File: config.mk
export PLATFORM = sky130hd
export DESIGN_NAME = square_seq_flat
export DESIGN_NICKNAME = d
export VERILOG_FILES = /design/src/rtl/calu_pkg.sv /design/src/rtl/square_seq_if.sv /design/src/rtl/sqr_step.sv /design/src/rtl/square_seq.sv /design/src/flat_wrapper.sv
export SDC_FILE = /design/constraint.sdc
export NUM_CORES = 1
export LEC_CHECK = 0
export ABC_AREA = 0
export CORE_ASPECT_RATIO = 1.2
export CORE_MARGIN = 3
export CORE_UTILIZATION = 59
export DETAILED_ROUTE_END_ITERATION = 8
export HOLD_SLACK_MARGIN = 0.05
export PLACE_DENSITY = 0.86
export SYNTH_ARGS = -nofsm -noshare
export SYNTH_HDL_FRONTEND = slang
export SYNTH_SLANG_ARGS = --single-unit
File: constraint.sdc
create_clock -name clk -period 5 [get_ports clk]
set_input_delay 0.5 -clock clk [delete_from_list [all_inputs] [get_ports clk]]
set_output_delay 0.5 -clock clk [all_outputs]
set_load 0.01 [all_outputs]
File: src/rtl/calu_pkg.sv
// Shared CALU definitions: squarer state encoding, default datapath width
// and the helper that sizes the iteration counter.
package calu_pkg;

  typedef enum logic [1:0] {
    IDLE = 2'd0,
    CALC = 2'd1,
    DONE = 2'd2
  } sqr_state_t;

  localparam int CALU_W = 16;

  // A counter of at least one bit even for degenerate W=1.
  function automatic int cnt_w(input int w);
    return (w > 1) ? $clog2(w) : 1;
  endfunction

endpackage

File: src/rtl/square_seq_if.sv
// Request/result bundle of the sequential squarer, plus its state for
// checkers to bind to.
interface square_seq_if #(
  parameter int W = calu_pkg::CALU_W
);
  import calu_pkg::*;

  // Handshake: start is a request that the slave takes only while idle
  // (busy=0 and done=0); root must be valid on that edge. done pulses for one
  // cycle when square holds the new result; square stays until the next done.
  logic             start;
  logic [W-1:0]     root;
  logic             busy;
  logic             done;
  logic [2*W-1:0]   square;
  sqr_state_t       state;

  modport master (
    output start, root,
    input  busy, done, square, state
  );

  modport slave (
    input  start, root,
    output busy, done, square, state
  );

endinterface

File: src/rtl/sqr_step.sv
// One shift-add iteration of the squarer: conditionally accumulate the
// multiplicand, then shift multiplicand left and multiplier right.
module sqr_step #(
  parameter int W = 16
) (
  input  logic [2*W-1:0] acc,
  input  logic [2*W-1:0] mcand,
  input  logic [W-1:0]   mult,
  output logic [2*W-1:0] acc_nxt,
  output logic [2*W-1:0] mcand_nxt,
  output logic [W-1:0]   mult_nxt,
  output logic           zero
);

  // acc never exceeds root*root, so the 2W-bit add cannot wrap.
  assign acc_nxt   = mult[0] ? (acc + mcand) : acc;
  assign mcand_nxt = mcand << 1;
  assign mult_nxt  = mult >> 1;
  assign zero      = (mult_nxt == '0);

endmodule

File: src/rtl/square_seq.sv
// Sequential shift-add squarer: W-bit root in, exact 2W-bit square out.
// Optional SQR_EARLY_EXIT_EN ends CALC as soon as the multiplier runs out of set bits.
module square_seq
  import calu_pkg::*;
#(
  parameter int W = CALU_W
) (
  input  logic        clk,
  input  logic        rst,
  square_seq_if.slave bus
);

  localparam int CW = cnt_w(W);

  sqr_state_t       state;
  logic [2*W-1:0]   acc;
  logic [2*W-1:0]   mcand;
  logic [W-1:0]     mult;
  logic [CW-1:0]    cnt;
  logic             busy_q;
  logic             done_q;
  logic [2*W-1:0]   square_q;

  logic [2*W-1:0]   acc_nxt;
  logic [2*W-1:0]   mcand_nxt;
  logic [W-1:0]     mult_nxt;
  logic             step_zero;
  logic             last_iter;

  sqr_step #(.W(W)) u_step (
    .acc       (acc),
    .mcand     (mcand),
    .mult      (mult),
    .acc_nxt   (acc_nxt),
    .mcand_nxt (mcand_nxt),
    .mult_nxt  (mult_nxt),
    .zero      (step_zero)
  );

`ifdef SQR_EARLY_EXIT_EN
  // Once no set bits remain in the multiplier, acc already holds the result.
  assign last_iter = (cnt == CW'(W - 1)) || step_zero;
`else
  logic unused_zero;
  assign unused_zero = step_zero;
  assign last_iter   = (cnt == CW'(W - 1));
`endif

  always_ff @(posedge clk or posedge rst) begin
    if (rst) begin
      state    <= IDLE;
      acc      <= '0;
      mcand    <= '0;
      mult     <= '0;
      cnt      <= '0;
      busy_q   <= 1'b0;
      done_q   <= 1'b0;
      square_q <= '0;
    end else begin
      case (state)
        IDLE: begin
          if (bus.start) begin
            mcand  <= {{W{1'b0}}, bus.root};
            mult   <= bus.root;
            acc    <= '0;
            cnt    <= '0;
            busy_q <= 1'b1;
            state  <= CALC;
          end
        end
        CALC: begin
          acc   <= acc_nxt;
          mcand <= mcand_nxt;
          mult  <= mult_nxt;
          cnt   <= cnt + CW'(1);
          // The final iteration's add goes straight into the result.
          if (last_iter) begin
            square_q <= acc_nxt;
            busy_q   <= 1'b0;
            done_q   <= 1'b1;
            state    <= DONE;
          end
        end
        DONE: begin
          done_q <= 1'b0;
          state  <= IDLE;
        end
        default: begin
          busy_q <= 1'b0;
          done_q <= 1'b0;
          state  <= IDLE;
        end
      endcase
    end
  end

  assign bus.busy   = busy_q;
  assign bus.done   = done_q;
  assign bus.square = square_q;
  assign bus.state  = state;

endmodule

File: src/flat_wrapper.sv
// flat-port wrapper written by rule: the top's interface ports become plain ports
module square_seq_flat import calu_pkg::*;
#(
  parameter int W = CALU_W
)
  (clk, rst, bus_start, bus_root, bus_busy, bus_done, bus_square, bus_state);
  square_seq_if #(.W(W)) bus_i ();
  input  logic clk;
  input  logic rst;
  input wire logic [$bits(bus_i.start)-1:0] bus_start;
  input wire logic [$bits(bus_i.root)-1:0] bus_root;
  output wire logic [$bits(bus_i.busy)-1:0] bus_busy;
  output wire logic [$bits(bus_i.done)-1:0] bus_done;
  output wire logic [$bits(bus_i.square)-1:0] bus_square;
  output wire logic [$bits(bus_i.state)-1:0] bus_state;
  assign bus_i.start = bus_start;
  assign bus_i.root = bus_root;
  assign bus_busy = bus_i.busy;
  assign bus_done = bus_i.done;
  assign bus_square = bus_i.square;
  assign bus_state = bus_i.state;
  square_seq #(.W(W)) u_core (.clk(clk), .rst(rst), .bus(bus_i));
endmodule
* Yosys cells after proc, flatten, opt, wreduce, memory -nomap -nowiden
Cells that the tools add are included.
Widths: inputs -> output; s select.
** Operators by class
- Shift-type cells :: 0
- Eq/ne operators :: 5
- Bitwise operators :: 2
- $mul :: 0
- Magnitude comparators :: 0
- Add/sub/neg operators :: 2
- Multiplexer cells :: 17
- Div/mod/pow operators :: 0
- Reduce and logical (&&, ||, !) cells :: 7
** Operators with widths (number)
- $pmux 32 s2 :: 2
- $mux 32 :: 3
- $add 32x32->32 :: 1
- $pmux 16 s2 :: 1
- $mux 16 :: 1
- $pmux 4 s2 :: 1
- $reduce_and 2->1 :: 4
- $add 4x1->4 const B :: 1
- $eq 4x4->1 const B :: 1
- $mux 2 :: 2
- $mux 4 :: 1
- $pmux 2 s2 :: 1
- $mux 1 :: 3
- $pmux 1 s3 :: 1
- $reduce_and 3->1 :: 1
- $eq 2x1->1 const B :: 1
- $eq 2x2->1 const B :: 1
- $logic_not 2->1 :: 1
- $ne 2x1->1 const B :: 1
- $ne 2x2->1 const B :: 1
- $not 1->1 :: 2
- $pmux 1 s2 :: 1
- $reduce_bool 2->1 :: 1
** Storage, ports and cells
- Memories :: 0
- Bits in writable memories :: 0
- Logic and storage cells :: 41
- Bits in latches :: 0
- Register bits :: 120
- Input bits :: 19
- ROM bits :: 0

* Depth between registers and ports, before layout
Gate-level depths: netlist of the first run.
- Depth after elaboration :: 3
- Depth in mapped cells :: 11
- Gate-level depth less buffers :: 11

* Cells and area by module
Synthesis of the first run repeated with hierarchy kept, for this count alone.
** Unflattened totals
- Cell total of the unflattened synthesis :: 701
- Area, all modules :: 7412.1 um^2
** By module, submodules not included
- square_seq :: times used 1, area each 4999.8 um^2, cells each 383
- sqr_step :: times used 1, area each 2412.3 um^2, cells each 318

* Least setup slack after synthesis of the first run
Ideal clock, no wire load.
- Kind :: flip-flop to flip-flop
- Start point :: reg u_core.mcand[0]
- End point :: reg u_core.square_q[28], in the netlist u_core.bus.square[28]
- Data arrival time :: 2.668 ns
- Setup time :: 0.095 ns
- Cell stages (with the launch flop) :: 12
- Required time :: 4.905 ns
- Setup slack :: 2.236 ns
- Path through :: dfrtp_1 -> ha_1 -> fa_1 -> a21oi_1 -> o21ai_0 -> a21o_1 -> a221oi_2 -> o21ai_2 -> a221oi_2 -> o21ai_1 -> xnor2_1 -> o31ai_1
** On the way
- Cells in the longest elaborated chain, start to end :: 2
** RTL lines
- start, declared :: line square_seq.sv:17 : logic [2*W-1:0] mcand;
- start signal, assigned :: line square_seq.sv:63 : mcand <= {{W{1'b0}}, bus.root};
- start signal, assigned :: line square_seq.sv:73 : mcand <= mcand_nxt;
- $add 32x32->32 :: line sqr_step.sv:16 : assign acc_nxt = mult[0] ? (acc + mcand) : acc;
- $mux 32 :: line sqr_step.sv:16
- end signal, assigned :: line square_seq.sv:78 : square_q <= acc_nxt;
- end, declared :: line square_seq.sv:22 : logic [2*W-1:0] square_q;
No other way between the ends.
A chain may end at the register's enable or synchronous reset.

* Worst setup path after layout of the first run
Ends and elaborated chain as after synthesis.

==> flow_metrics.env, run 1 <==
export IMPL_grt_pass1_wl_um=27600
export IMPL_fin_skew_ps=9.00
export IMPL_clk_path_buf_depth=2
export IMPL_syn_avg_cell_area_um2=9.63
export IMPL_drive_gt1_share_pct=6.95
export IMPL_gp_congestion=0.896
export IMPL_drc=0
export IMPL_num_antenna_cells=0
export IMPL_total_leakage_power_uw=0.00359
export IMPL_hold_buffers=0
export IMPL_num_vias=5619
export IMPL_async_flop_share_pct=100
export IMPL_grt_overflow_total=0
export IMPL_clkTransAtPathRegs_ps=60
export IMPL_final_setup_tns_ps=0
export IMPL_maxCapViolations=0
export IMPL_nFillCells=751
export IMPL_fin_crit_ps=3170
export IMPL_io_pins=55
export IMPL_start_util_pct=61.8
export IMPL_post_dp_hpwl_um=10600
export IMPL_drt_pass1_iter_count=5
export IMPL_grt_antenna_before_repair=0
export IMPL_ys_seq_area_share_pct=45.3
export IMPL_via_per_inst=6.51
export IMPL_post_cts_buffers=0
export IMPL_cts_tree="built"
export IMPL_wirelength_um=16400
export IMPL_grt_start_max_net_pins=63
export IMPL_die_area_mm2=0.0125
export IMPL_power_density_mw_per_mm2=676
export IMPL_grt_setup_unrepaired="no"
export IMPL_core_area_mm2=0.0107
export IMPL_first_global_vias=5671
export IMPL_vdd_drop_max_v=0.000406
export IMPL_cts_htree_levels=4
export IMPL_synth_nets=740
export IMPL_synth_edf_count=0
export IMPL_slowest_delay_ps=420
export IMPL_synth_largest_area_cell="dfrtp_1"
export IMPL_die_h_um=122
export IMPL_crit_type="reg -> reg"
export IMPL_final_cell_mix="dfrtp_1 (120), nand2_1 (77), a21oi_1 (72)"
export IMPL_drtIter0Drc=425
export IMPL_arrival_ps=3500
export IMPL_cts_root_buf="clkbuf_16"
export IMPL_slew_viol_final=0
export IMPL_yosys_top_cells_area="dfrtp_1 (45%), ha_1 (6.0%), a21oi_1 (5.4%)"
export IMPL_ys_flop_type="dfrtp_1"
export IMPL_cts_made_buffers=17
export IMPL_drtAntennaViolNets=0
export IMPL_synth_cells=688
export IMPL_nets=773
export IMPL_syn_to_final_growth_pct=18.1
export IMPL_yosysWarnings=0
export IMPL_relSlewSlack_pct=21.9
export IMPL_io_buffers=54
export IMPL_fin_crit_sh_pct=63.4
export IMPL_startpoint_type="flip-flop"
export IMPL_required_ps=5330
export IMPL_final_common_cell="dfrtp_1"
export IMPL_hold_viol=0
export IMPL_whs_ps=478
export IMPL_r2r_slack_ps=1830
export IMPL_ys_seq_elements=120
export IMPL_clk_latency_ps=430
export IMPL_crit_path_top_delay_cell="fa_1"
export IMPL_max_freq_mhz=315
export IMPL_path_cells="ha_1 -> fa_1 -> a21oi_1 -> o21ai_0 -> a21o_1 -> a221oi_2 -> o21ai_2 -> a221oi_2 -> o21ai_1 -> xnor2_1 -> o31ai_1"
export IMPL_crit_path_frequent_cell="a221oi_2"
export IMPL_avgRoutedWirePerCell_um=19.0
export IMPL_synth_top_cell_area_share_pct=45.3
export IMPL_crit_path_end_kind="flip-flop"
export IMPL_cts_resized_gates=0
export IMPL_tightest_slew_ps=1170
export IMPL_netlist_area_mm2=0.00663
export IMPL_clock_sinks=120
export IMPL_setup_viol=0
export IMPL_track_usage_pct=28.3
export IMPL_status="completed"
export IMPL_synth_cell_type_count=46
export IMPL_stdcell_area_mm2=0.00782
export IMPL_fp_dieW_um=103
export IMPL_hp_class="reg -> reg"
export IMPL_path_max_fanout=4
export IMPL_dpl_cell_area_mm2=0.00721
export IMPL_row_count=41
==> cell usage after synthesis, types with 4 or more instances <==
master / count
o21ai_0: 68
dfrtp_1: 120
nand3_1: 6
nor2b_1: 10
nand4_1: 6
and3_1: 8
clkbuf_1: 37
xor2_1: 12
a22o_1: 40
buf_1: 5
nand2_1: 78
buf_2: 4
a21oi_1: 72
o21bai_1: 6
mux2i_1: 27
inv_1: 9
a221o_1: 17
xnor2_1: 16
a21o_1: 15
nor3_1: 6
a22oi_1: 8
nor2_1: 26
a31oi_1: 7
ha_1: 32
nand2b_1: 18
==> sequential cells by signal (all words and copies together) (netlist names) <==
| name | count |
|---|---|
| u_core.cnt | 4 |
| u_core.bus.square | 32 |
| u_core.mcand | 32 |
| u_core.mult | 16 |
| u_core.bus.state | 2 |
| u_core.bus.done | 1 |
| u_core.acc | 32 |
| u_core.bus.busy | 1 |
==> through the flow <==
step	setup WS, ps	instances	power [uW]	utilization (%)
2_1_floorplan	1310	688	3250	-
3_3_place_gp	1980	831	3870	67.3
3_5_place_dp	1880	831	3980	67.3
4_1_cts	1820	863	5280	72.9
5_1_grt	1550	863	5650	72.9
6_report	1830	863	5290	72.9
==> area by class of cell <==
type | instances | area [um^2] | area share (%)
Inverter | 9 | 36.3 | 0.464
Clock inverter | 11 | 148 | 1.89
Clock buffer | 21 | 460 | 5.89
Multi-Input combinational cell | 511 | 3410 | 43.6
Sequential cell | 120 | 3000 | 38.4
Tap cell | 129 | 161 | 2.06
Timing Repair Buffer | 62 | 601 | 7.68
==> report_power, final <==
| group | leakage [uW] | internal (uW) | switching [uW] |
|---|---|---|---|
| Clock | 0.000285 | 808 | 455 |
| Sequential | 0.00158 | 1360 | 341 |
| Combinational | 0.00173 | 1020 | 1310 |
| Total | 0.00359 | 3190 | 2100 |
==> worst max-delay path: cells and delay by family (launching register included) <==
kind	cells	cell delay, ps
DFF	1	410
xor gates and xnor gates	1	160
AOI/OAI and AO/OA	8	1830
adders and majority gates	2	670
==> worst paths after layout <==
check | startpoint | to | cells after the start
worst min-delay path | u_core.bus.square[12] | u_core.bus.square[12] | 2
worst max register to register | u_core.mcand[0] | u_core.bus.square[28] | 11
min in group asynchronous | rst | u_core.mcand[8] | 3
max in group asynchronous | rst | u_core.mcand[26] | 3
worst max-delay path | u_core.mcand[0] | u_core.bus.square[28] | 11
worst min register to register | u_core.bus.square[12] | u_core.bus.square[12] | 2
==> cell families (layout without fill, tap and decap cells) <==
| logic type | Yosys count | in the layout | share of synthesized area, % |
|---|---|---|---|
| adder cells (fa/ha/maj) | 33 | 33 | 6.35 |
| buffers and inverters | 57 | 103 | 3.34 |
| XOR/XNOR | 28 | 28 | 3.70 |
| AND/OR/NAND/NOR | 168 | 168 | 12.0 |
| flip-flops | 120 | 120 | 45.3 |
| multiplexers | 27 | 27 | 4.08 |
| AO/OA/AOI/OAI | 255 | 255 | 25.2 |
==> layer usage <==
layer	up-vias	global-route usage, %	share of wire [%]
met3	30	7.79	6.4
met1	2767	36.8	42
met5	-	0	0
met4	0	9.96	2.0
li1	2587	-	-
met2	235	45.3	50
No activity file was read; power rests on OpenSTA's default activity.
==> inputs of run 2 (changes only) <==
CORE_UTILIZATION = 53   (was 59)
PLACE_DENSITY = 0.82   (was 0.86)
clock period = 2.9 ns   (was 5 ns; I/O delays follow)
==> flow_metrics.env, run 2 (synthesized netlist as in run 1, its figures left out) <==
export IMPL_cts_root_buf="clkbuf_16"
export IMPL_grt_overflow_total=0
export IMPL_io_pins=55
export IMPL_first_global_vias=5702
export IMPL_post_dp_hpwl_um=10900
export IMPL_num_antenna_cells=0
export IMPL_wirelength_um=16900
export IMPL_maxCapViolations=0
export IMPL_power_density_mw_per_mm2=1150
export IMPL_seq_power_share_pct=31.3
export IMPL_final_setup_tns_ps=0
export IMPL_grt_setup_unrepaired="yes"
export IMPL_vdd_drop_max_v=0.000692
export IMPL_start_util_pct=54.5
export IMPL_hp_class="in -> async"
export IMPL_drt_pass1_iter_count=5
export IMPL_p_sw_uw=3680
export IMPL_crit_type="reg -> reg"
export IMPL_fin_skew_ps=9.02
export IMPL_p_clk_share_pct=22.5
export IMPL_setup_viol=0
export IMPL_post_route_util_pct=66.5
export IMPL_r2r_start="u_core.acc[0]"
export IMPL_p_sw_share_pct=39.6
export IMPL_path_cells="ha_2 -> fa_2 -> a21oi_2 -> o21ai_1 -> a21o_1 -> a221oi_2 -> o21ai_2 -> a221oi_4 -> buf_4 -> xnor2_2 -> nand2_1 -> a21oi_1"
export IMPL_cts_made_buffers=17
export IMPL_crit_path_top_delay_cell="dfrtp_1"
export IMPL_hold_buffers=0
export IMPL_fin_crit_ps=2850
export IMPL_grt_start_max_net_pins=58
export IMPL_fp_dieW_um=108
export IMPL_clk_path_buf_depth=2
export IMPL_via_per_inst=6.24
export IMPL_stdcell_area_mm2=0.00809
export IMPL_total_leakage_power_uw=0.00371
export IMPL_dp_cells=880
export IMPL_final_cell_mix="dfrtp_1 (120), nand2_1 (77), a21oi_1 (68)"
export IMPL_grt_pass1_wl_um=28100
export IMPL_dpl_cell_area_mm2=0.00740
export IMPL_hold_viol=0
export IMPL_drc=0
export IMPL_gp_congestion=0.951
export IMPL_clk_latency_ps=420
export IMPL_avgRoutedWirePerCell_um=18.5
export IMPL_die_h_um=128
export IMPL_arrival_ps=3190
export IMPL_cp_startpoint="u_core.acc[0]"
export IMPL_crit_path_end_kind="flip-flop"
export IMPL_relSlewSlack_pct=44.0
export IMPL_instances_no_fill=916
export IMPL_fin_crit_sh_pct=98.3
export IMPL_required_ps=3240
export IMPL_num_vias=5717
export IMPL_drtAntennaViolNets=0
export IMPL_row_count=44
export IMPL_r2r_slack_ps=50
export IMPL_track_usage_pct=25.5
export IMPL_cts_htree_levels=4
export IMPL_drtIter0Drc=499
export IMPL_status="completed"
export IMPL_final_common_cell="dfrtp_1"
export IMPL_drive_gt1_share_pct=11.1
export IMPL_grt_antenna_before_repair=0
export IMPL_max_freq_mhz=351
export IMPL_path_max_fanout=3
export IMPL_comb_power_share_pct=46.1
export IMPL_core_area_mm2=0.0122
export IMPL_syn_to_final_growth_pct=22.1
export IMPL_rr_worst_depth=12
export IMPL_tightest_slew_ps=838
export IMPL_io_buffers=54
export IMPL_slew_viol_final=0
export IMPL_clock_sinks=120
export IMPL_nets=795
export IMPL_slowest_delay_ps=400
export IMPL_p_int_uw=5610
export IMPL_startpoint_type="flip-flop"
export IMPL_clkTransAtPathRegs_ps=50
export IMPL_cts_tree="built"
export IMPL_die_area_mm2=0.0139
export IMPL_rr_endpoint="u_core.bus.square[26]"
==> run 2: cell types whose count changed in the layout (fill, tap and decap cells not counted), moves of 2 or more <==
cell	previous run	this run
clkinv_2	2	4
clkbuf_8	2	4
xnor2_1	16	14
clkinv_4	2	0
ha_1	32	29
buf_4	8	28
ha_2	0	3
o21ai_1	3	6
a21oi_1	72	68
xnor2_2	0	2
o21ai_0	68	64
a21oi_2	1	5
buf_12	0	2
==> run 2: worst max path at each step <==
stage               slack [ps]                     to  cells after the start
floorplan                  140  u_core.bus.square[28]                     11
global placement            40  u_core.bus.square[28]                     11
detailed placement         -10  u_core.bus.square[28]                     11
CTS                         20  u_core.bus.square[28]                     11
global route              -190         u_core.acc[30]                     11
finish                      50  u_core.bus.square[26]                     12
==> run 2: power groups by stage <==
stage          clock (uW)  combinational [uW]  sequential, uW
2_1_floorplan           0                2750            2850
3_3_place_gp            0                3970            2870
3_5_place_dp            0                4090            2900
4_1_cts              2110                4150            2900
5_1_grt              2190                4710            2990
6_report             2090                4280            2910
==> run 2: cell type report <==
class	instances	area (um^2)
fillers	925	4080
flip-flops and latches	120	3000
clock inverters	8	95.1
repair buffers	84	791
inverters	9	37.5
multi-input cells	511	3470
clock buffers	23	488
well taps	161	201
==> run 2: routing by layer <==
metal  GRT usage (%)  share of wire [%]  wire, um
met1            33.4                 41      7010
met2            41.5                 49      8330
met3            4.01                5.7       964
met4            12.0                3.6       616
met5               0                  0         0
==> run 2: critical path: cells and delay by family, from the launching register on <==
family | cells | cell delay (ps)
AOI/OAI and AO/OA | 7 | 1400
adders and majority gates | 2 | 580
DFF | 1 | 400
buffers and inverters | 1 | 180
xor gates and xnor gates | 1 | 120
and+or+nand+nor | 1 | 80
==> run 2: timing repair <==
item / CTS / global route
pin swaps: 2 / 13
setup buffers: 0 / 5
resized for setup: 2 / 16
endpoints found under the setup margin: 2 / 13
cloned: 0 / 0
endpoints found under the hold margin: 0 / 0
==> run 2: metrics by stage <==
step	hold WS, ps	setup slack (ps)	total power [uW]
finish	392	49.4	9290
global route	475	-192	9890
CTS	414	22.4	9160
detailed placement	470	-14.8	6990
global placement	460	38.1	6840
floorplan	465	136	5610
